[src/rtl/aes_pkg.sv]
`default_nettype none
// ============================================================================
// Module   : aes_pkg
// Summary  : Shared AES types, constants and the GF(2^8) doubling helper.
// Revision : 1.0
// ============================================================================
package aes_pkg;

    typedef logic [127:0] aes_key_t;
    typedef logic [31:0]  aes_word_t;

    typedef enum logic [1:0] {
        KS_IDLE = 2'd0,
        KS_SUB  = 2'd1,
        KS_MIX  = 2'd2
    } ks_state_e;

    localparam int         AES_NR    = 10;
    localparam logic [7:0] RCON_INIT = 8'h01;
    localparam logic [7:0] RCON_POLY = 8'h1B;

    function automatic logic [7:0] xtime(input logic [7:0] b);
        return {b[6:0], 1'b0} ^ (b[7] ? RCON_POLY : 8'h00);
    endfunction

endpackage
`default_nettype wire

[src/rtl/aes_sbox.sv]
`default_nettype none
// ============================================================================
// Module   : aes_sbox
// Summary  : 8-bit combinational AES forward S-box (table lookup).
// Revision : 1.0
// ============================================================================
module aes_sbox (
    input  logic [7:0] i_data,
    output logic [7:0] o_data
);
    // Entry 0x00 occupies the most significant byte.
    localparam logic [2047:0] c_SBOX = {
        128'h637c777bf26b6fc53001672bfed7ab76,
        128'hca82c97dfa5947f0add4a2af9ca472c0,
        128'hb7fd9326363ff7cc34a5e5f171d83115,
        128'h04c723c31896059a071280e2eb27b275,
        128'h09832c1a1b6e5aa0523bd6b329e32f84,
        128'h53d100ed20fcb15b6acbbe394a4c58cf,
        128'hd0efaafb434d338545f9027f503c9fa8,
        128'h51a3408f929d38f5bcb6da2110fff3d2,
        128'hcd0c13ec5f974417c4a77e3d645d1973,
        128'h60814fdc222a908846eeb814de5e0bdb,
        128'he0323a0a4906245cc2d3ac629195e479,
        128'he7c8376d8dd54ea96c56f4ea657aae08,
        128'hba78252e1ca6b4c6e8dd741f4bbd8b8a,
        128'h703eb5664803f60e613557b986c11d9e,
        128'he1f8981169d98e949b1e87e9ce5528df,
        128'h8ca1890dbfe6426841992d0fb054bb16
    };

    assign o_data = c_SBOX[11'd2047 - {i_data, 3'b000} -: 8];

endmodule
`default_nettype wire

[src/rtl/aes_key_schedule.sv]
`default_nettype none
// ============================================================================
// Module   : aes_key_schedule
// Summary  : Iterative AES-128 round-key generator, byte-serial through one
//            shared S-box. AES_KS_STORE_EN adds an 11-entry key store.
// Revision : 1.0
// ============================================================================
module aes_key_schedule
    import aes_pkg::*;
#(
    parameter int NK = 4,
    parameter int NR = AES_NR
) (
    input  logic         clk,
    input  logic         rst,
    input  logic         key_load,
    input  logic [127:0] cipher_key,
    input  logic         next_req,
`ifdef AES_KS_STORE_EN
    input  logic         key_restart,
`endif
    output logic [127:0] round_key,
    output logic         rk_valid,
    output logic [3:0]   rk_round,
    output logic         busy,
    output logic         err
);
    localparam logic [3:0] c_LAST_ROUND = 4'(NR);

    ks_state_e  state_q, state_d;
    logic [1:0] idx_q, idx_d;
    aes_word_t  temp_q, temp_d;
    logic [7:0] rcon_q, rcon_d;
    aes_key_t   round_key_q, round_key_d;
    logic [3:0] rk_round_q, rk_round_d;
    logic       rk_valid_q, rk_valid_d;
    logic       busy_q, busy_d;
    logic       err_q, err_d;
    logic       err_pend_q, err_pend_d;

    aes_word_t  w_rot;
    aes_word_t  w_temp_sub;
    aes_word_t  w_acc;
    aes_key_t   w_mixed;
    logic [7:0] w_sbox_in;
    logic [7:0] w_sbox_out;
    logic [3:0] w_next_round;
    logic       w_last_round;

`ifdef AES_KS_STORE_EN
    aes_key_t   store_q [NR+1];
    logic [NR:0] valid_q, valid_d;
    logic       w_store_we;
    logic [3:0] w_store_idx;
    aes_key_t   w_store_data;
`endif

    assign w_rot        = {round_key_q[23:0], round_key_q[31:24]};
    assign w_next_round = rk_round_q + 4'd1;
    assign w_last_round = (rk_round_q == c_LAST_ROUND);

    always_comb begin
        w_sbox_in = w_rot[31:24];
        case (idx_q)
            2'd0:    w_sbox_in = w_rot[31:24];
            2'd1:    w_sbox_in = w_rot[23:16];
            2'd2:    w_sbox_in = w_rot[15:8];
            default: w_sbox_in = w_rot[7:0];
        endcase
    end

    aes_sbox u_sbox (
        .i_data (w_sbox_in),
        .o_data (w_sbox_out)
    );

    // Temp word with the current byte already substituted in place.
    always_comb begin
        w_temp_sub = temp_q;
        case (idx_q)
            2'd0:    w_temp_sub[31:24] = w_sbox_out;
            2'd1:    w_temp_sub[23:16] = w_sbox_out;
            2'd2:    w_temp_sub[15:8]  = w_sbox_out;
            default: w_temp_sub[7:0]   = w_sbox_out;
        endcase
    end

    always_comb begin
        w_acc   = w_temp_sub ^ {rcon_q, 24'h0};
        w_mixed = '0;
        for (int i = 0; i < NK; i++) begin
            w_acc = w_acc ^ round_key_q[127-32*i -: 32];
            w_mixed[127-32*i -: 32] = w_acc;
        end
    end

    always_comb begin
        state_d     = state_q;
        idx_d       = idx_q;
        temp_d      = temp_q;
        rcon_d      = rcon_q;
        round_key_d = round_key_q;
        rk_round_d  = rk_round_q;
        rk_valid_d  = 1'b0;
        busy_d      = busy_q;
        err_d       = 1'b0;
        err_pend_d  = 1'b0;
`ifdef AES_KS_STORE_EN
        valid_d      = valid_q;
        w_store_we   = 1'b0;
        w_store_idx  = w_next_round;
        w_store_data = w_mixed;
`endif
        if (key_load) begin
            state_d     = KS_IDLE;
            idx_d       = 2'd0;
            round_key_d = cipher_key;
            rk_round_d  = 4'd0;
            rcon_d      = RCON_INIT;
            rk_valid_d  = 1'b1;
            busy_d      = 1'b0;
`ifdef AES_KS_STORE_EN
            valid_d      = '0;
            valid_d[0]   = 1'b1;
            w_store_we   = 1'b1;
            w_store_idx  = 4'd0;
            w_store_data = cipher_key;
`endif
        end
`ifdef AES_KS_STORE_EN
        else if (key_restart) begin
            state_d     = KS_IDLE;
            idx_d       = 2'd0;
            round_key_d = store_q[0];
            rk_round_d  = 4'd0;
            rcon_d      = RCON_INIT;
            rk_valid_d  = 1'b1;
            busy_d      = 1'b0;
        end
`endif
        else begin
            err_d = err_pend_q;
            case (state_q)
                KS_IDLE: begin
                    if (next_req) begin
                        if (w_last_round) begin
                            err_d = 1'b1;
                        end
`ifdef AES_KS_STORE_EN
                        else if (valid_q[w_next_round]) begin
                            round_key_d = store_q[w_next_round];
                            rk_round_d  = w_next_round;
                            rcon_d      = xtime(rcon_q);
                            rk_valid_d  = 1'b1;
                        end
`endif
                        else begin
                            state_d = KS_SUB;
                            idx_d   = 2'd0;
                            busy_d  = 1'b1;
                        end
                    end
                end
                KS_SUB: begin
                    temp_d = w_temp_sub;
                    idx_d  = idx_q + 2'd1;
                    err_d  = err_d | next_req;
                    // Key is committed as the last byte leaves the S-box; MIX presents it.
                    if (idx_q == 2'd3) begin
                        state_d     = KS_MIX;
                        round_key_d = w_mixed;
                        rk_round_d  = w_next_round;
                        rcon_d      = xtime(rcon_q);
                        rk_valid_d  = 1'b1;
`ifdef AES_KS_STORE_EN
                        valid_d[w_next_round] = 1'b1;
                        w_store_we            = 1'b1;
`endif
                    end
                end
                KS_MIX: begin
                    state_d = KS_IDLE;
                    busy_d  = 1'b0;
                    err_d   = err_d | next_req;
                end
                default: begin
                    state_d = KS_IDLE;
                    busy_d  = 1'b0;
                end
            endcase
            // An error that would land on the rk_valid cycle slips one cycle.
            if (err_d && rk_valid_d) begin
                err_pend_d = 1'b1;
                err_d      = 1'b0;
            end
        end
    end

    always_ff @(posedge clk) begin
        if (rst) begin
            state_q     <= KS_IDLE;
            idx_q       <= 2'd0;
            temp_q      <= '0;
            rcon_q      <= RCON_INIT;
            round_key_q <= '0;
            rk_round_q  <= 4'd0;
            rk_valid_q  <= 1'b0;
            busy_q      <= 1'b0;
            err_q       <= 1'b0;
            err_pend_q  <= 1'b0;
        end else begin
            state_q     <= state_d;
            idx_q       <= idx_d;
            temp_q      <= temp_d;
            rcon_q      <= rcon_d;
            round_key_q <= round_key_d;
            rk_round_q  <= rk_round_d;
            rk_valid_q  <= rk_valid_d;
            busy_q      <= busy_d;
            err_q       <= err_d;
            err_pend_q  <= err_pend_d;
        end
    end

`ifdef AES_KS_STORE_EN
    always_ff @(posedge clk) begin
        if (rst) begin
            valid_q <= '0;
        end else begin
            valid_q <= valid_d;
        end
    end

    always_ff @(posedge clk) begin
        if (!rst && w_store_we) begin
            store_q[w_store_idx] <= w_store_data;
        end
    end
`endif

    assign round_key = round_key_q;
    assign rk_valid  = rk_valid_q;
    assign rk_round  = rk_round_q;
    assign busy      = busy_q;
    assign err       = err_q;

endmodule
`default_nettype wire
[config.mk]
export PLATFORM = sky130hd
export DESIGN_NAME = aes_key_schedule
export DESIGN_NICKNAME = d
export VERILOG_FILES = /design/src/rtl/aes_pkg.sv /design/src/rtl/aes_sbox.sv /design/src/rtl/aes_key_schedule.sv
export SDC_FILE = /design/constraint.sdc
export NUM_CORES = 1
export LEC_CHECK = 0
export CORE_UTILIZATION = 53
export CTS_CLUSTER_DIAMETER = 120
export CTS_CLUSTER_SIZE = 40
export DETAILED_ROUTE_END_ITERATION = 6
export PLACE_DENSITY = 0.82
export SYNTH_ARGS = -nofsm -noshare
export SYNTH_HDL_FRONTEND = slang
export SYNTH_HIERARCHICAL = 1
export SYNTH_SLANG_ARGS = --single-unit
[constraint.sdc]
create_clock -name clk -period 5.83 [get_ports clk]
set_input_delay 1.4575 -clock clk [delete_from_list [all_inputs] [get_ports clk]]
set_output_delay 1.4575 -clock clk [all_outputs]
set_load 0.02 [all_outputs]
# Word level (Yosys, flattened, before mapping)

Index checks and enable logic that the tools add are counted.

Bits in registers: 180
Bits of input ports: 132

Bitwise logic cells: 9
Eq/ne operators: 9
Shift operators: 1
Reduce and logical (&&, ||, !) cells: 16
Add/sub/neg operators: 3
Muxes and demuxes: 28

Operator list:

| operator                                                      | count |
|---|---|
| variable part select 2055 x 12 -> 8 bit, first input constant | 1 |
| 2-to-1 mux 128 bit                                            | 3 |
| bitwise XOR 32 bit                                            | 5 |
| 2-to-1 mux 8 bit                                              | 4 |
| one-hot mux 8 bit (3 select lines)                            | 1 |
| subtractor 11 bit, first input constant                       | 1 |
| 2-to-1 mux 1 bit                                              | 10 |
| 2-to-1 mux 2 bit                                              | 5 |
| AND reduction 3 bit                                           | 3 |
| one-hot mux 2 bit (2 select lines)                            | 2 |
| bitwise XOR 8 x 5 -> 8 bit                                    | 1 |
| equality test 2 bit, second input constant                    | 3 |
| != test 2 bit, second input constant                          | 3 |
| AND reduction 2 bit                                           | 3 |
| nonzero test 2 bit                                            | 3 |
| OR reduction 3 bit                                            | 2 |
| 2-to-1 mux 5 bit                                              | 1 |
| adder 4 x 1 -> 4 bit, second input constant                   | 1 |
| equality test 2 x 1 -> 1 bit, second input constant           | 2 |
| equality test 4 bit, second input constant                    | 1 |
| zero test 2 bit                                               | 2 |
| one-hot mux 1 bit (2 select lines)                            | 2 |
| OR reduction 2 bit                                            | 2 |
| adder 2 x 1 -> 2 bit, second input constant                   | 1 |
| other kinds (3)                                               | 4 |

# Logic depth before layout (Yosys ltp)

Gate-level depths: netlist (run 1).

Depth in word-level cells: 13
Gate-level depth with buffers: 22
Gate-level depth less buffers: 16

# Cells and area by module

The synthesis (run 1) kept the hierarchy.

Modules (own cells, without submodules):

| module           | times used | area an instance (um^2) | sequential area each (um^2) | cells each |
|---|---|---|---|---|
| aes_key_schedule | 1          | 9,922.0                 | 3,443.3                     | 1,078 |
| aes_sbox         | 1          | 3,435.8                 | 0.0                         | 551 |

# Least setup slack after synthesis (run 1)

OpenSTA, ideal clock, no wires.

Kind: reg-to-reg
From: reg idx_q[0]
To: reg round_key_q[30], in the netlist round_key[30]
Cell stages (with the launch flop): 18
Arrival time: 4.961 ns
Path slack: 0.753 ns
Clock period less this slack: 5.077 ns
Path buffers: 4
Cell sequence: dfxtp_1 > ha_1 > clkbuf_1 > mux2i_1 > buf_2 > inv_1 > ha_1 > nand2b_1 > clkbuf_1 > nand2_1 > mux4_2 > a21o_1 > a32o_1 > clkbuf_1 > mux2i_2 > xnor3_1 > a211o_1 > and3_1

Word-level cells in the longest chain between the ends: 13

RTL lines:

| item                                              | line                    | source |
|---|---|---|
| start: declaration                                | aes_key_schedule.sv:31  | `logic [1:0] idx_q, idx_d;` |
| start signal: assignment                          | aes_key_schedule.sv:213 | `idx_q <= idx_d;` |
| equality test 2 bit, or another cell as far along | aes_key_schedule.sv:64  | `case (idx_q)` |
| one-hot mux 8 bit (3 select lines) *              | aes_key_schedule.sv:64  |  |
| via w_sbox_in[1]                                  | aes_key_schedule.sv:45  | `logic [7:0] w_sbox_in;` |
| subtractor 11 bit *                               | aes_sbox.sv:31          | `assign o_data = c_SBOX[11'd2047 - {i_data, 3'b000} -: 8];` |
| variable part select 2055 x 12 -> 8 bit *         | aes_sbox.sv:31          |  |
| via w_sbox_out[6]                                 | aes_key_schedule.sv:46  | `logic [7:0] w_sbox_out;` |
| 2-to-1 mux 8 bit *                                | aes_key_schedule.sv:80  | `case (idx_q)` |
| bitwise XOR 32 bit *                              | aes_key_schedule.sv:89  | `w_acc = w_temp_sub ^ {rcon_q, 24'h0};` |
| bitwise XOR 32 bit * (4 in a row)                 | aes_key_schedule.sv:92  | `w_acc = w_acc ^ round_key_q[127-32*i -: 32];` |
| 2-to-1 mux 128 bit *                              | aes_key_schedule.sv:169 | `if (idx_q == 2'd3) begin` |
| 2-to-1 mux 128 bit *                              | aes_key_schedule.sv:143 | `case (state_q)` |
| 2-to-1 mux 128 bit *                              | aes_key_schedule.sv:114 | `if (key_load) begin` |
| end signal: assignment                            | aes_key_schedule.sv:216 | `round_key_q <= round_key_d;` |
| end: declaration                                  | aes_key_schedule.sv:34  | `aes_key_t round_key_q, round_key_d;` |

The timed path passes the listed nets; every way through them passes the cells marked *. The select of a mux whose other input is x is not followed.
A chain may end at the register's enable or synchronous reset.

# Final worst setup path (run 1)

From: reg idx_q[1]
To: reg round_key_q[16], in the netlist round_key[16]

The elaborated chain is that of the path after synthesis.

==> results.toml, run 1 <==
[cts]
cts_buffer_depth = 2
cts_repair_resize_count = 0
clockRootBuffer = "sky130_fd_sc_hd__clkbuf_16"
numClockSinks = 172
cts-buffers-inserted = 17
cts.hold.buffers_added = 0
insertion_delay_ns = 0.45
tritoncts = "built"
cts_setup_buffers = 0
cts.clk_slew.worst_paths_ns = 0.07
clock_tree.htree_level_count = 4

[flow_run]
max-cap-violations = 0

[worst_setup_path]
largest_driver_fanout_on_the_critical_path = 64
crit_arrival_ns = 5.83
slowest_delay_ns = 0.49
worst_setup_path_end_kind = "register"
cpMostUsedCell = "sky130_fd_sc_hd__buf_4"
crit_start_category = "register"
cp_slowest_cell = "sky130_fd_sc_hd__a222oi_1"
crit_chain = "inv_1 > ha_1 > buf_4 > a222oi_1 > mux2i_4 > buf_12 > nand2b_1 > buf_4 > a31oi_1 > nor3_1 > o311ai_1 > o311ai_2 > buf_4 > mux2i_1 > xnor3_1 > a211oi_1 > nor4bb_1"
cell_type_group_with_the_largest_total_delay_on_the_critical_path = "compound AO/OA/AOI/OAI gates"
worst-endpoint-required_ns = 6.14
crit_type = "reg2reg"
critical_path.n_buffers_inverters = 5
timing.reg2reg.setup_slack_ns = 0.31

[timing]
post-route-min-period_ns = 5.52
clock_skew_ns = 0.0187
slew_headroom_pct = 24.5
timing.hold.ws_ns = 0.508
hold_viol = 0
rsz_0062_raised_after_global_routing = "false"
max_slew.worst_pin.slew_ns = 1.13
report.final.setup_viol = 0
timing_max_transition_violations_final = 0
final.setup.tns_ns = 0
fmax_mhz = 181
min_period_over_period_pct = 94.7

[logic_synthesis]
yosysWarnings = 6
synth_adder_area_share_pct = 2.25
synthesized_area_fraction_occupied_by_xor_and_xnor_cells_pct = 12.4
post_synth_and_or_nand_nor_area_fraction_pct = 19.3
ys_async_sr_fraction_pct = 0
synth.area.mux_share_pct = 5.29
nets_in_the_synthesized_netlist = 1785
dominant_combinational_cell_family_by_area_after_synthesis = "compound AO/OA/AOI/OAI gates"
ys_seq_elements = 172
synth-edff-count = 0
synth_seq_area_share_pct = 25.8
syn-mean-instance-area_um2 = 8.20
post_synth_instance_area_mm2 = 0.0134
netlist_instances = 1629
synth_top_flop_cell = "sky130_fd_sc_hd__dfxtp_1"
synth_cell_types = 85
synth-compound-area-share_pct = 27.4

[route]
detail_route.wl_per_cell_um = 26.5
drt_iter0_markers = 2297
via_per_inst = 6.84
routed-wl-met2_mm = 26.2
routed.top_layer = "met5"
detail_route_met3_wl_mm = 6.61
routed-via-count = 14843
drtPass1Iterations = 7
final_antenna_net_count = 0
drc = 2
routed_wl_mm = 57.6
wl_met1_mm = 21.5

[die]
floorplan.core_area_mm2 = 0.0245
die_width_um = 161
initial_utilization_pct = 54.4
die_h_um = 161
top_level_ports = 267
number_of_cell_rows = 57
die_area_mm2 = 0.0258

[global_routing]
grt_pass1_vias = 14538
grt_max_degree = 100
grt_first_pass_wirelength_mm = 85.4
gr-usage-all-layers_pct = 43.3
grt_remaining_overflow = 0
initial_antenna_violation_count = 3

[finish]
area.sequential_mm2 = 0.00344
n_fill_cell = 1781
syn_to_final_growth_pct = 27.9
fin_util_pct = 69.7
design.final.nets = 1988
multi_input_area_mm2 = 0.00901
proportion_of_layout_cells_with_a_drive_suffix_above_1_pct = 9.86
finish.instance_area_mm2 = 0.0171

[status]
outcome = "complete, but fails checks"
violations = "design-rule violations"

[pwr]
vdd_ir_max_uv = 189
power_per_cell_area_mw_per_mm2 = 236
reported_leakage_power_nw = 6.55

[placed_design]
place_congestion = 1.14
count_of_input_and_output_buffers = 266
dp_area_mm2 = 0.0165
detailed_place_hpwl_mm = 40.9

[min_path]
hold_class = "reg2reg"
[power by group]
part / switching (mW) / leakage, nW / internal (mW)
clock network: 0.592 / 0.297 / 0.659
registers: 0.0876 / 1.42 / 1.24
logic: 0.817 / 4.83 / 0.641
[final cells by class]
cell class | count | share of cell area (%)
diodes | 1 | 0.0146
clock buffers | 17 | 2.49
clock inverters | 15 | 1.17
inverters | 55 | 1.24
multi-input cells | 1231 | 52.7
flip-flops and latches | 172 | 20.2
well taps | 324 | 2.37
repair buffers | 355 | 19.8
[metrics by stage]
| stage | cells | worst slack [ns] | power [mW] |
|---|---|---|---|
| floorplan | 1629 | 0.753 | 2.17 |
| global placement | 2137 | 0.744 | 2.74 |
| detailed placement | 2137 | 0.603 | 2.75 |
| CTS | 2169 | 0.529 | 3.99 |
| global route | 2169 | 0.0910 | 4.14 |
| finish | 2170 | 0.307 | 4.04 |
[path summary, 6_finish.rpt]
path | startpoint | end | cells after the start
worst min-delay path | temp_q[22] | temp_q[22] | 2
worst min register to register | temp_q[22] | temp_q[22] | 2
worst max register to register | idx_q[1] | round_key[16] | 17
worst max-delay path | idx_q[1] | round_key[16] | 17
[flip-flops by register name (all words and copies together) (netlist names)]
| register | cells |
|---|---|
| err | 1 |
| rcon_q | 8 |
| busy | 1 |
| err_pend_q | 1 |
| idx_q | 2 |
| rk_round | 4 |
| state_q | 2 |
| rk_valid | 1 |
| round_key | 128 |
| temp_q | 24 |
[worst register-to-register path: cells and delay by family (launching register included)]
family	cells	cell delay [ns]
flops	1	0.41
compound gates	5	1.87
simple gates	3	0.59
xor+xnor	1	0.37
fa+ha+maj	1	0.28
mux	2	0.68
buf+inv	5	1.20
[cell families (layout without fill, tap and decap cells)]
family / after synthesis / count (layout)
xor+xnor: 127 / 127
simple gates: 498 / 498
flops: 172 / 172
fa+ha+maj: 24 / 24
compound gates: 517 / 517
buf+inv: 226 / 442
mux: 65 / 65
other cells: 0 / 1
[synth_stat cells, drive strengths merged, types with 4 or more instances]
| cell type | instances | area, um2 |
|---|---|---|
| a2111oi | 4 | 36.3 |
| or3 | 51 | 319 |
| a311oi | 73 | 639 |
| xnor2 | 45 | 394 |
| nor2 | 148 | 563 |
| o211ai | 14 | 105 |
| mux2i | 62 | 651 |
| nand3 | 24 | 120 |
| o221ai | 7 | 67.6 |
| dfxtp | 172 | 3440 |
| o21ai | 103 | 515 |
| nand4 | 26 | 163 |
| nor3 | 17 | 85.1 |
| o2111ai | 5 | 43.8 |
| a222oi | 8 | 80.1 |
| a21bo | 17 | 170 |
| a21oi | 98 | 490 |
| a211oi | 43 | 323 |
| buf | 70 | 419 |
| and3 | 16 | 100 |
| or2 | 9 | 58.8 |
| o21a | 6 | 45.0 |
| a31oi | 30 | 203 |
| o311ai | 8 | 70.1 |
| clkbuf | 101 | 379 |
| nand2b | 34 | 213 |
| o31a | 8 | 70.1 |
| nor4 | 7 | 50.1 |
| o21bai | 9 | 67.6 |
| a221oi | 28 | 251 |
| a22oi | 4 | 30.0 |
| ha | 24 | 300 |
| inv | 54 | 203 |
| nor4bb | 16 | 160 |
| xor3 | 7 | 166 |
| nor2b | 14 | 87.6 |
| xnor3 | 32 | 721 |
| xor2 | 43 | 377 |
| a311o | 4 | 40.0 |
| nand3b | 22 | 165 |
| nand2 | 100 | 380 |
| a211o | 17 | 149 |
[layout by cell type, fill, tap and decap left out, types with 9 or more instances in the layout]
cell	count
sky130_fd_sc_hd__a211o_1	17
sky130_fd_sc_hd__a211oi_1	43
sky130_fd_sc_hd__a21bo_2	17
sky130_fd_sc_hd__a21oi_1	98
sky130_fd_sc_hd__a221oi_1	27
sky130_fd_sc_hd__a311oi_1	73
sky130_fd_sc_hd__a31oi_1	29
sky130_fd_sc_hd__and3_1	16
sky130_fd_sc_hd__buf_4	86
sky130_fd_sc_hd__clkbuf_16	17
sky130_fd_sc_hd__clkdlybuf4s50_1	264
sky130_fd_sc_hd__dfxtp_1	172
sky130_fd_sc_hd__ha_1	24
sky130_fd_sc_hd__inv_1	53
sky130_fd_sc_hd__mux2i_1	47
sky130_fd_sc_hd__mux2i_2	10
sky130_fd_sc_hd__nand2_1	97
sky130_fd_sc_hd__nand2b_1	34
sky130_fd_sc_hd__nand3_1	24
sky130_fd_sc_hd__nand3b_1	22
sky130_fd_sc_hd__nand4_1	26
sky130_fd_sc_hd__nor2_1	147
sky130_fd_sc_hd__nor2b_1	14
sky130_fd_sc_hd__nor3_1	17
sky130_fd_sc_hd__nor4bb_1	16
sky130_fd_sc_hd__o211ai_1	14
sky130_fd_sc_hd__o21ai_0	100
sky130_fd_sc_hd__o21bai_1	9
sky130_fd_sc_hd__or3_1	51
sky130_fd_sc_hd__xnor2_1	45
sky130_fd_sc_hd__xnor3_1	32
sky130_fd_sc_hd__xor2_1	43
[per-layer routing]
metal	GRT usage (%)	vias up
met2	69.1	1098
met1	53.4	7054
met5	0	-
li1	-	6457
met4	24.7	2
met3	10.2	232
No activity file was read; power rests on OpenSTA's default activity.
==> run 2, diff against run 1 <==
--- a/config.mk
+++ b/config.mk
@@ -6,7 +6,6 @@
 export NUM_CORES = 1
 export LEC_CHECK = 0
 export CORE_UTILIZATION = 53
-export CTS_CLUSTER_DIAMETER = 120
 export CTS_CLUSTER_SIZE = 40
 export DETAILED_ROUTE_END_ITERATION = 6
 export PLACE_DENSITY = 0.82
==> results of run 2 <==
No change in the layout: final DEF, timing and power equal those of run 1.
